`src/rtl/uart_pkg.sv`:
```
// -----------------------------------------------------------------------------
// uart_pkg
// Shared definitions for the UART transmit path.
//   UART_BYTE_W : width of one transmitted byte
//   tx_state_e  : launch-controller state encoding used by uart_tx_fifo
// -----------------------------------------------------------------------------
package uart_pkg;

  localparam int UART_BYTE_W = 8;

  typedef enum logic [1:0] {
    ST_IDLE      = 2'd0,
    ST_LAUNCH    = 2'd1,
    ST_WAIT_BUSY = 2'd2,
    ST_WAIT_DONE = 2'd3
  } tx_state_e;

endpackage

```
`src/rtl/uart_tx_fifo_if.sv`:
```
// -----------------------------------------------------------------------------
// uart_tx_fifo_if
// Bundles the writer side and the transmitter side of uart_tx_fifo.
//   master : the system writer / transmitter environment
//            drives wr_en, wr_data, ovf_clr, tx_busy
//   slave  : uart_tx_fifo
//            drives full, empty, overflow, tx_pos, tx_data, tx_err
// -----------------------------------------------------------------------------
interface uart_tx_fifo_if;

  logic                               wr_en;
  logic [uart_pkg::UART_BYTE_W-1:0]   wr_data;
  logic                               full;
  logic                               empty;
  logic                               overflow;
  logic                               ovf_clr;
  logic                               tx_busy;
  logic                               tx_pos;
  logic [uart_pkg::UART_BYTE_W-1:0]   tx_data;
  logic                               tx_err;

  modport master (
    output wr_en, wr_data, ovf_clr, tx_busy,
    input  full, empty, overflow, tx_pos, tx_data, tx_err
  );

  modport slave (
    input  wr_en, wr_data, ovf_clr, tx_busy,
    output full, empty, overflow, tx_pos, tx_data, tx_err
  );

endinterface

```
`src/rtl/uart_fifo_mem.sv`:
```
// -----------------------------------------------------------------------------
// uart_fifo_mem
// Byte storage for the transmit FIFO: 2^DEPTH_LOG2 x 8, synchronous write,
// asynchronous read at the read pointer, contents never reset.
//   clk     : write clock
//   wr_en   : write strobe
//   wr_addr : write pointer
//   wr_data : byte to store
//   rd_addr : read pointer
//   rd_data : byte at rd_addr (combinational)
// -----------------------------------------------------------------------------
module uart_fifo_mem
  import uart_pkg::*;
#(
  parameter int DEPTH_LOG2 = 4
) (
  input  logic                   clk,
  input  logic                   wr_en,
  input  logic [DEPTH_LOG2-1:0]  wr_addr,
  input  logic [UART_BYTE_W-1:0] wr_data,
  input  logic [DEPTH_LOG2-1:0]  rd_addr,
  output logic [UART_BYTE_W-1:0] rd_data
);

  localparam int DEPTH = 1 << DEPTH_LOG2;

  logic [UART_BYTE_W-1:0] mem [DEPTH];

  always_ff @(posedge clk) begin
    if (wr_en) begin
      mem[wr_addr] <= wr_data;
    end
  end

  assign rd_data = mem[rd_addr];

endmodule

```
`src/rtl/uart_tx_fifo.sv`:
```
// -----------------------------------------------------------------------------
// uart_tx_fifo
// Byte FIFO plus launch controller feeding a UART transmitter. Each byte is
// popped into tx_data with a tx_pos rising edge; the controller then waits for
// tx_busy to rise (or times out after BUSY_TIMEOUT cycles, setting tx_err) and
// to fall again before launching the next byte.
//   uart_clk : bit-rate clock
//   rst      : asynchronous active-low reset
//   bus      : uart_tx_fifo_if.slave (writer + transmitter handshake/status)
//   level    : occupancy count, present only when UART_TX_FIFO_LEVEL_EN is
//              defined
// Optional feature macro: UART_TX_FIFO_LEVEL_EN
// -----------------------------------------------------------------------------
module uart_tx_fifo
  import uart_pkg::*;
#(
  parameter int DEPTH_LOG2   = 4,
  parameter int BUSY_TIMEOUT = 8
) (
  input  logic                 uart_clk,
  input  logic                 rst,
  uart_tx_fifo_if.slave        bus
`ifdef UART_TX_FIFO_LEVEL_EN
  ,
  output logic [DEPTH_LOG2:0]  level
`endif
);

  localparam int                  DEPTH     = 1 << DEPTH_LOG2;
  localparam logic [DEPTH_LOG2:0] DEPTH_CNT = (DEPTH_LOG2 + 1)'(DEPTH);
  localparam int                  TO_W      = $clog2(BUSY_TIMEOUT + 1);
  localparam logic [TO_W-1:0]     TO_LAST   = TO_W'(BUSY_TIMEOUT - 1);

  logic [DEPTH_LOG2-1:0]  wr_ptr_reg;
  logic [DEPTH_LOG2-1:0]  rd_ptr_reg;
  logic [DEPTH_LOG2:0]    count_reg;
  logic                   full_reg;
  logic                   empty_reg;
  logic                   overflow_reg;
  logic                   tx_pos_reg;
  logic                   tx_pos_next;
  logic [UART_BYTE_W-1:0] tx_data_reg;
  logic                   tx_err_reg;
  logic [TO_W-1:0]        to_cnt_reg;
  logic [TO_W-1:0]        to_cnt_next;
  tx_state_e              state_reg;
  tx_state_e              state_next;
  logic                   pop;
  logic                   err_set;
  logic                   wr_accept;
  logic                   wr_drop;
  logic [UART_BYTE_W-1:0] mem_rd_data;

  // full/empty lag the count by one edge, so the count itself also guards the
  // write: a write in the cycle right after the count reached depth must not
  // overwrite the oldest unread byte.
  assign wr_accept = bus.wr_en && !full_reg && (count_reg != DEPTH_CNT);
  assign wr_drop   = bus.wr_en && !wr_accept;

  uart_fifo_mem #(
    .DEPTH_LOG2 (DEPTH_LOG2)
  ) u_mem (
    .clk     (uart_clk),
    .wr_en   (wr_accept),
    .wr_addr (wr_ptr_reg),
    .wr_data (bus.wr_data),
    .rd_addr (rd_ptr_reg),
    .rd_data (mem_rd_data)
  );

  always_comb begin
    state_next  = state_reg;
    tx_pos_next = 1'b0;
    to_cnt_next = to_cnt_reg;
    pop         = 1'b0;
    err_set     = 1'b0;
    case (state_reg)
      ST_IDLE: begin
        if (!empty_reg) begin
          pop         = 1'b1;
          tx_pos_next = 1'b1;
          state_next  = ST_LAUNCH;
        end
      end
      ST_LAUNCH: begin
        tx_pos_next = 1'b1;
        to_cnt_next = '0;
        state_next  = ST_WAIT_BUSY;
      end
      ST_WAIT_BUSY: begin
        tx_pos_next = 1'b1;
        to_cnt_next = to_cnt_reg + 1'b1;
        // A late busy on the final cycle still counts as a successful launch.
        if (bus.tx_busy) begin
          tx_pos_next = 1'b0;
          state_next  = ST_WAIT_DONE;
        end else if (to_cnt_reg == TO_LAST) begin
          err_set     = 1'b1;
          tx_pos_next = 1'b0;
          state_next  = ST_IDLE;
        end
      end
      ST_WAIT_DONE: begin
        if (!bus.tx_busy) begin
          state_next = ST_IDLE;
        end
      end
      default: state_next = ST_IDLE;
    endcase
  end

  always_ff @(posedge uart_clk or negedge rst) begin
    if (!rst) begin
      state_reg    <= ST_IDLE;
      wr_ptr_reg   <= '0;
      rd_ptr_reg   <= '0;
      count_reg    <= '0;
      full_reg     <= 1'b0;
      empty_reg    <= 1'b1;
      overflow_reg <= 1'b0;
      tx_pos_reg   <= 1'b0;
      tx_data_reg  <= '0;
      tx_err_reg   <= 1'b0;
      to_cnt_reg   <= '0;
    end else begin
      state_reg  <= state_next;
      tx_pos_reg <= tx_pos_next;
      to_cnt_reg <= to_cnt_next;

      if (wr_accept) begin
        wr_ptr_reg <= wr_ptr_reg + 1'b1;
      end
      if (pop) begin
        rd_ptr_reg  <= rd_ptr_reg + 1'b1;
        tx_data_reg <= mem_rd_data;
      end
      case ({wr_accept, pop})
        2'b10:   count_reg <= count_reg + 1'b1;
        2'b01:   count_reg <= count_reg - 1'b1;
        default: count_reg <= count_reg;
      endcase

      full_reg  <= (count_reg == DEPTH_CNT);
      empty_reg <= (count_reg == '0);

      if (bus.ovf_clr) begin
        overflow_reg <= 1'b0;
      end else if (wr_drop) begin
        overflow_reg <= 1'b1;
      end

      if (err_set) begin
        tx_err_reg <= 1'b1;
      end
    end
  end

`ifdef UART_TX_FIFO_LEVEL_EN
  logic [DEPTH_LOG2:0] level_reg;

  always_ff @(posedge uart_clk or negedge rst) begin
    if (!rst) begin
      level_reg <= '0;
    end else begin
      level_reg <= count_reg;
    end
  end

  assign level = level_reg;
`endif

  assign bus.full     = full_reg;
  assign bus.empty    = empty_reg;
  assign bus.overflow = overflow_reg;
  assign bus.tx_pos   = tx_pos_reg;
  assign bus.tx_data  = tx_data_reg;
  assign bus.tx_err   = tx_err_reg;

endmodule

```
`src/flat_wrapper.sv`:
```
// flat-port wrapper written by rule: the top's interface ports become plain ports
module uart_tx_fifo_flat import uart_pkg::*;
#(
  parameter int DEPTH_LOG2   = 4,
  parameter int BUSY_TIMEOUT = 8
)
  (uart_clk, rst, bus_wr_en, bus_wr_data, bus_ovf_clr, bus_tx_busy, bus_full, bus_empty, bus_overflow, bus_tx_pos, bus_tx_data, bus_tx_err);
  uart_tx_fifo_if bus_i ();
  input  logic uart_clk;
  input  logic rst;
  input wire logic [$bits(bus_i.wr_en)-1:0] bus_wr_en;
  input wire logic [$bits(bus_i.wr_data)-1:0] bus_wr_data;
  input wire logic [$bits(bus_i.ovf_clr)-1:0] bus_ovf_clr;
  input wire logic [$bits(bus_i.tx_busy)-1:0] bus_tx_busy;
  output wire logic [$bits(bus_i.full)-1:0] bus_full;
  output wire logic [$bits(bus_i.empty)-1:0] bus_empty;
  output wire logic [$bits(bus_i.overflow)-1:0] bus_overflow;
  output wire logic [$bits(bus_i.tx_pos)-1:0] bus_tx_pos;
  output wire logic [$bits(bus_i.tx_data)-1:0] bus_tx_data;
  output wire logic [$bits(bus_i.tx_err)-1:0] bus_tx_err;
  assign bus_i.wr_en = bus_wr_en;
  assign bus_i.wr_data = bus_wr_data;
  assign bus_i.ovf_clr = bus_ovf_clr;
  assign bus_i.tx_busy = bus_tx_busy;
  assign bus_full = bus_i.full;
  assign bus_empty = bus_i.empty;
  assign bus_overflow = bus_i.overflow;
  assign bus_tx_pos = bus_i.tx_pos;
  assign bus_tx_data = bus_i.tx_data;
  assign bus_tx_err = bus_i.tx_err;
  uart_tx_fifo #(.DEPTH_LOG2(DEPTH_LOG2), .BUSY_TIMEOUT(BUSY_TIMEOUT)) u_core (.uart_clk(uart_clk), .rst(rst), .bus(bus_i));
endmodule
```
`config.mk`:
```
export PLATFORM = sky130hd
export DESIGN_NAME = uart_tx_fifo_flat
export DESIGN_NICKNAME = d
export VERILOG_FILES = /design/src/rtl/uart_pkg.sv /design/src/rtl/uart_tx_fifo_if.sv /design/src/rtl/uart_fifo_mem.sv /design/src/rtl/uart_tx_fifo.sv /design/src/flat_wrapper.sv
export SDC_FILE = /design/constraint.sdc
export NUM_CORES = 1
export LEC_CHECK = 0
export BUFFER_PORTS_ARGS = -buffer_cell sky130_fd_sc_hd__buf_2
export CAP_MARGIN = 20
export CORE_AREA = 3 3 168 170
export DETAILED_ROUTE_END_ITERATION = 8
export DIE_AREA = 0 0 171 173
export PLACE_DENSITY_LB_ADDON = 0.05
export SYNTH_ARGS = -nofsm -noshare
export SYNTH_HDL_FRONTEND = slang
export SYNTH_SLANG_ARGS = --single-unit
```
`constraint.sdc`:
```
create_clock -name uart_clk -period 5.3 [get_ports uart_clk]
set_input_delay 0.265 -clock uart_clk [delete_from_list [all_inputs] [get_ports uart_clk]]
set_output_delay 0.265 -clock uart_clk [all_outputs]
set_load 0.05 [all_outputs]
```
==> impl_metrics.json, run 1 <==
{
  "die_y_um": 173,
  "use_met3_pct": 2.675,
  "final.setup.tns_ps": 0,
  "syn-cell-area_um2": 6668,
  "grtUsageMet1_pct": 15.77,
  "clk_latency_ps": 420,
  "maxSlewHeadroom_pct": 42.68,
  "cts_root_buf": "clkbuf_16",
  "ir_worst_vdd_mv": 0.2033,
  "final_cells": 790,
  "cts_setup_buffers": 0,
  "min_period_ps": 3016,
  "cts_buffers": 17,
  "layout_commonest_cell": "edfxtp_1",
  "routed_wl_um": 16120,
  "rows": 60,
  "ys_seq_area_share_pct": 69.68,
  "yosys_warnings": 0,
  "synthFlopType": "edfxtp_1",
  "postPlaceCellArea_um2": 7213,
  "hold_class": "input pin to register",
  "port_buffers": 25,
  "synth_fp_nets": 427,
  "crit_required_ps": 5590,
  "antenna_found_initial": 0,
  "ys_ff_latch": 160,
  "wl_per_cell_um": 20.40,
  "synthArstFlopShare_pct": 20.00,
  "synth_edf_count": 128,
  "drc": 0,
  "die_w_um": 171,
  "ant_nets": 0,
  "synth_top_area_cell": "edfxtp_1",
  "drive_above_1_share_pct": 21.88,
  "die_area_um2": 29580,
  "maxCapViolCount": 0,
  "drt-vias-per-instance": 4.442,
  "num_vias": 3509,
  "fin_area_um2": 7871,
  "dp.cells": 754,
  "synth_cell_types": 43,
  "clk_pin_slew_worst_paths_ps": 70,
  "core_area_um2": 26880,
  "cp_max_fo": 11,
  "grt.met2_usage_pct": 17.83,
  "final_cell_mix": "128 x edfxtp_1, 32 x mux2i_1, 30 x dfrtp_1, 25 x buf_2, 20 x o22ai_1",
  "path_class": "register to register",
  "fin_nets": 464,
  "start_kind": "register",
  "htree_levels": 4,
  "finClkSkew_ps": 11.30,
  "arrival_ps": 3310,
  "hpwl_um": 10390,
  "busiest_layer": "met2",
  "p_per_area_nw_per_um2": 566.4,
  "synth_top_area_share_pct": 57.65,
  "first_pass_iters": 4,
  "gr-total-overflow": 0,
  "clock.fmax_mhz": 331.6,
  "drv_slew": 0,
  "ioPinCount": 26,
  "grtUsageTotal_pct": 11.38,
  "area_growth_pct": 18.05,
  "largest_reg_flops": 128,
  "synth_cells": 398,
  "drt_iter0_drc": 245,
  "preCtsSetupSlack_ps": 2241,
  "clock_sinks": 160,
  "syn_avg_cell_area_um2": 16.75,
  "grt_first_pass_wirelength_um": 24440,
  "finalHoldViolCount": 0,
  "cp-end-kind": "register",
  "ys_top_cells_by_area": "edfxtp_1 58%, dfrtp_1 12%, mux2i_1 4.8%",
  "grt_max_degree": 33,
  "leakage_uw": 0.002810,
  "finalCritPeriodShare_pct": 56.90,
  "grt_pass1_vias": 3764,
  "clk_path_buf_depth": 2,
  "initial_core_util_pct": 24.81,
  "rsz0062_at_grt": "false",
  "setup_viol": 0,
  "outcome": "complete, no violations",
  "place_congestion": 0.7406,
  "setup_ws_ps": 2284,
  "tightest_slew_ps": 859.8,
  "cts_tree": "yes"
}
[metal layers]
metal | wire length, µm | share of wire, % | vias up
met1 | 7815 | 48 | 1819
met5 | 0 | 0 | -
li1 | - | - | 1627
met4 | 161 | 1.0 | 0
met2 | 7739 | 48 | 52
met3 | 401 | 2.5 | 11
[critical path: stages, from the launching register on]
cell and delay, ps:
dfrtp_1 450, nor4_1 460, a211oi_1 140, buf_4 190
inv_1 250, ha_1 410, xor2_1 120, ha_1 230
o211a_1 210, o31ai_1 190, a31oi_1 80, xor2_1 160
[final timing paths]
kind,endpoint,slack (ps),start,depth (start not counted)
worst max register to register,u_core.count_reg[4]$_DFFE_PN0P_,2280,u_core.count_reg[1]$_DFFE_PN0P_,11
worst min register to register,u_core.bus.tx_err$_DFFE_PN0P_,470,u_core.bus.tx_err$_DFFE_PN0P_,1
min in group asynchronous,u_core.to_cnt_reg[2]$_DFFE_PN0P_,470,rst,2
worst min-delay path,u_core.bus.overflow$_DFFE_PN0P_,110,bus_wr_en,3
worst max-delay path,u_core.count_reg[4]$_DFFE_PN0P_,2280,u_core.count_reg[1]$_DFFE_PN0P_,11
max in group asynchronous,u_core.rd_ptr_reg[0]$_DFFE_PN0P_,4220,rst,2
[timing repair]
| action | in CTS | in global routing |
|---|---|---|
| endpoints found under the setup margin | 0 | 0 |
| endpoints found under the hold margin | 32 | 0 |
| gates resized for setup | 0 | 0 |
| hold buffers | 2 | 0 |
[cell type report]
type | count | area (µm²)
fillers | 2675 | 19000
clock buffers | 20 | 446.7
flip-flops and latches | 160 | 4647
multi-input cells | 205 | 1883
repair buffers | 40 | 262.8
diodes | 1 | 2.502
well taps | 341 | 426.7
inverters | 11 | 41.29
clock inverters | 12 | 161.4
[cell usage after synthesis, types with 5 or more instances]
library cell / count
a21oi_1: 7
and2_1: 5
buf_2: 9
clkbuf_1: 6
dfrtp_1: 31
edfxtp_1: 128
ha_1: 16
inv_1: 11
mux2_2: 10
mux2i_1: 32
mux4_1: 8
mux4_2: 8
nand2_1: 9
nor2_1: 14
nor3_1: 8
nor3b_1: 6
o21ai_0: 10
o22ai_1: 20
xnor2_1: 6
xor2_1: 5
[per-stage QoR]
step	power (µW)	utilization [%]	hold WS (ps)
floorplan	2804	-	-30.59
global placement	3233	26.81	414.9
detailed placement	3244	26.84	414.1
CTS	4520	29.18	91.69
global route	4726	29.28	100.5
finish	4458	29.29	108.9
[where the power goes]
part	switching [µW]	internal [µW]	total (µW)
logic	826	591	1420
registers	215	1570	1780
clock network	501	758	1260
[kinds of logic (layout without fill, tap and decap cells)]
family	Yosys count	after routing	synth area share, %
AO/OA/AOI/OAI	52	52	5.217
XOR/XNOR	11	11	1.445
adder cells (fa/ha/maj)	16	16	3.002
buffers and inverters	33	83	2.496
flip-flops	160	160	69.68
multiplexers	58	58	12.35
other	0	1	0
AND/OR/NAND/NOR	68	68	5.817
No activity file was read; power rests on OpenSTA's default activity.
==> inputs of run 2 (changes only) <==
--- a/config.mk
+++ b/config.mk
@@ -5,11 +5,12 @@
 export SDC_FILE = /design/constraint.sdc
 export NUM_CORES = 1
 export LEC_CHECK = 0
+export ABC_AREA = 1
 export BUFFER_PORTS_ARGS = -buffer_cell sky130_fd_sc_hd__buf_2
 export CAP_MARGIN = 20
-export CORE_AREA = 3 3 168 170
+export CORE_AREA = 3 3 170 172
 export DETAILED_ROUTE_END_ITERATION = 8
-export DIE_AREA = 0 0 171 173
+export DIE_AREA = 0 0 173 175
 export PLACE_DENSITY_LB_ADDON = 0.05
 export SYNTH_ARGS = -nofsm -noshare
 export SYNTH_HDL_FRONTEND = slang
==> constraint.sdc (replaced) <==
create_clock -name uart_clk -period 2.6 [get_ports uart_clk]
set_input_delay 0.13 -clock uart_clk [delete_from_list [all_inputs] [get_ports uart_clk]]
set_output_delay 0.13 -clock uart_clk [all_outputs]
set_load 0.05 [all_outputs]
==> run 2 against run 1 <==
Against the previous run: combinational power up 150%; sequential share of layout area is 1.6 points lower; wire length up 18%; synthesized cell count grew 56%; non-clock buffer count is 7 higher; maximum frequency rose by 35%; register-to-register slack worse by 1900 ps; highest routed layer unchanged; worst hold slack got worse by 27 ps; largest power group is now combinational logic; global-route usage is 1.5 points higher; power grew 120%.
==> impl_metrics.json, run 2 <==
{
  "final_cells": 1056,
  "die_w_um": 173,
  "start_kind": "register",
  "die_y_um": 175,
  "grt_max_degree": 42,
  "clock.fmax_mhz": 448.9,
  "cts_setup_buffers": 0,
  "r2r_end": "u_core.count_reg[4]$_DFFE_PN0P_",
  "initial_core_util_pct": 24.93,
  "synth_top_area_cell": "edfxtp_1",
  "fin_util_pct": 29.27,
  "grtUsageTotal_pct": 12.92,
  "core_area_um2": 27630,
  "insertedDiodeCount": 0,
  "maxCapViolCount": 0,
  "clk_pin_slew_worst_paths_ps": 60,
  "first_pass_iters": 5,
  "port_buffers": 25,
  "clock_sinks": 160,
  "synth_cells": 622,
  "syn_avg_cell_area_um2": 11.07,
  "rows": 61,
  "gr-total-overflow": 0,
  "synthFlopType": "edfxtp_1",
  "synthAdderAreaFrac_pct": 2.907,
  "r2r_slack_ps": 370,
  "critPathMaxStageDelay_ps": 420,
  "drv_slew": 0,
  "syn-cell-area_um2": 6887,
  "ys_top_cells_by_area": "edfxtp_1 56%, nand2_1 12%, dfrtp_1 11%",
  "ioPinCount": 26,
  "min_period_ps": 2228,
  "clk_latency_ps": 430,
  "cts_buffers": 17,
  "synthArstFlopShare_pct": 20.00,
  "ant_nets": 0,
  "finalHoldViolCount": 0,
  "leakage_uw": 0.003233,
  "synth_edf_count": 128,
  "synth_fp_nets": 651,
  "finalCritPeriodShare_pct": 85.68,
  "grt_first_pass_wirelength_um": 28930,
  "htree_levels": 4,
  "drive_above_1_share_pct": 12.09,
  "muxShareOfSynthArea_pct": 0,
  "die_area_um2": 30280,
  "ff2ff_path_depth": 16,
  "holdPathEnd": "u_core.bus.tx_err$_DFFE_PN0P_",
  "cp-end-kind": "register",
  "ys_ff_latch": 160,
  "area_growth_pct": 17.42,
  "min_from": "bus_tx_busy",
  "path_cells": "nor2_1, nand4_1, nand3_2, ha_1, inv_1, nand2_1, nand2_1, ha_1, inv_1, nand2_1, nand3_1, nand2_1, nand2_1, nand2_1, nand2_1, nand2_1",
  "largest_reg_flops": 128,
  "hold_class": "input pin to register",
  "dp.cells": 1021,
  "total_power_uw": 9663,
  "ys_seq_area_share_pct": 67.46,
  "antenna_found_initial": 0,
  "crit_required_ps": 2920,
  "cts_resized": 0,
  "cts_tree": "yes",
  "drt-vias-per-instance": 4.287,
  "crit_top_cell": "nand2_1",
  "hpwl_um": 12350,
  "cp_max_fo": 7,
  "cts_root_buf": "clkbuf_16",
  "setup_viol": 0,
  "reg2reg_from": "u_core.count_reg[0]$_DFFE_PN0P_",
  "whs_path_depth": 3,
  "critical_path.top_delay_family": "simple AND/OR/NAND/NOR gates",
  "p_per_area_nw_per_um2": 1195,
  "final.setup.tns_ps": 0,
  "place_congestion": 0.7849,
  "fill_cells": 2912,
  "yosysMostFrequentCell": "nand2_1",
  "yosys_warnings": 0,
  "drt_iter0_drc": 346,
  "finClkSkew_ps": 8.830,
  "synth_top_family_by_area": "simple AND/OR/NAND/NOR gates",
  "rsz0062_at_grt": "false",
  "routed_wl_um": 18940,
  "clk_path_buf_depth": 2,
  "fin_nets": 694,
  "crit_slowest_cell": "dfrtp_1",
  "hold_buffers": 3,
  "ir_worst_vdd_mv": 0.3780,
  "maxSlewHeadroom_pct": 46.86,
  "num_vias": 4527,
  "tightest_slew_ps": 797.0,
  "outcome": "complete, no violations",
  "arrival_ps": 2550,
  "worst-path-buf-inv": 2,
  "synthSimpleGateAreaFrac_pct": 20.77,
  "synth_xor_area_share_pct": 0.8903,
  "layout_commonest_cell": "nand2_1",
  "path_class": "register to register",
  "synth_compound_area_share_pct": 3.270,
  "ys_top_cells_by_count": "227 x nand2_1, 128 x edfxtp_1, 67 x nand3_1",
  "drc": 0,
  "synth_top_area_share_pct": 55.81,
  "grt_pass1_vias": 4705,
  "wl_per_cell_um": 17.94,
  "final_cell_mix": "227 x nand2_1, 128 x edfxtp_1, 67 x nand3_1, 32 x nor2_1, 32 x a21oi_1",
  "synth_cell_types": 25
}
==> run 2: changes by cell type after synthesis, sizes merged, moves of 16 or more <==
| cell | previous run | this run |
|---|---|---|
| inv | 11 | 30 |
| nor2 | 14 | 33 |
| mux2i | 32 | 0 |
| o22ai | 24 | 0 |
| nand3 | 2 | 68 |
| a21oi | 7 | 32 |
| mux4 | 16 | 0 |
| nand2 | 9 | 228 |
==> run 2: final cells by class <==
| class | count | area (µm²) | area share (%) |
|---|---|---|---|
| multi-input cells | 409 | 1917 | 23.70 |
| clock inverters | 12 | 190.2 | 2.352 |
| clock buffers | 20 | 436.7 | 5.400 |
| repair buffers | 47 | 310.3 | 3.837 |
| flip-flops and latches | 160 | 4647 | 57.47 |
| inverters | 30 | 112.6 | 1.393 |
| well taps | 378 | 473.0 | 5.849 |
==> run 2: kinds of logic (layout without fill, tap and decap cells) <==
| logic type | count (synthesis) | in the layout |
|---|---|---|
| compound gates | 44 | 44 |
| xor+xnor | 7 | 7 |
| flops | 160 | 160 |
| simple gates | 342 | 342 |
| buf+inv | 53 | 109 |
| fa+ha+maj | 16 | 16 |
==> run 2: how the worst max path moves through the flow <==
stage / start / to / slack, ps / cells after the start
2_1_floorplan: u_core.bus.empty$_DFF_PN1_ / u_core.count_reg[4]$_DFFE_PN0P_ / 440 / 13
3_3_place_gp: u_core.count_reg[0]$_DFFE_PN0P_ / u_core.count_reg[4]$_DFFE_PN0P_ / 470 / 16
3_5_place_dp: u_core.count_reg[0]$_DFFE_PN0P_ / u_core.count_reg[4]$_DFFE_PN0P_ / 400 / 16
4_1_cts: u_core.count_reg[0]$_DFFE_PN0P_ / u_core.count_reg[4]$_DFFE_PN0P_ / 380 / 16
5_1_grt: u_core.count_reg[0]$_DFFE_PN0P_ / u_core.count_reg[4]$_DFFE_PN0P_ / 20 / 16
6_report: u_core.count_reg[0]$_DFFE_PN0P_ / u_core.count_reg[4]$_DFFE_PN0P_ / 370 / 16
==> run 2: metal layers <==
metal  GRT usage, %  routed length (µm)
met2          21.40                9031
met5              0                   0
met3          2.586                 495
met4          3.581                 207
met1          17.28                9207
==> run 2: where the power goes <==
group	internal [µW]	leakage (µW)	switching (µW)	total [µW]
Sequential	3200	0.00155	236	3430
Combinational	969	0.00137	2530	3500
Clock	1700	0.000305	1030	2730
==> run 2: through the flow <==
stage | setup slack, ps | cell area, µm² | hold slack, ps
6_report | 372.3 | 8087 | 81.94
5_1_grt | 15.88 | 8087 | 82.48
4_1_cts | 382.9 | 8087 | 65.71
3_5_place_dp | 403.2 | 7430 | 277.4
3_3_place_gp | 471.8 | 7430 | 275.9
2_1_floorplan | 437.0 | 6887 | -165.6
==> run 2: worst min-delay path, cell delays in order <==
cell and delay (ps):
buf_2 130, nor2_1 100, a21o_1 110
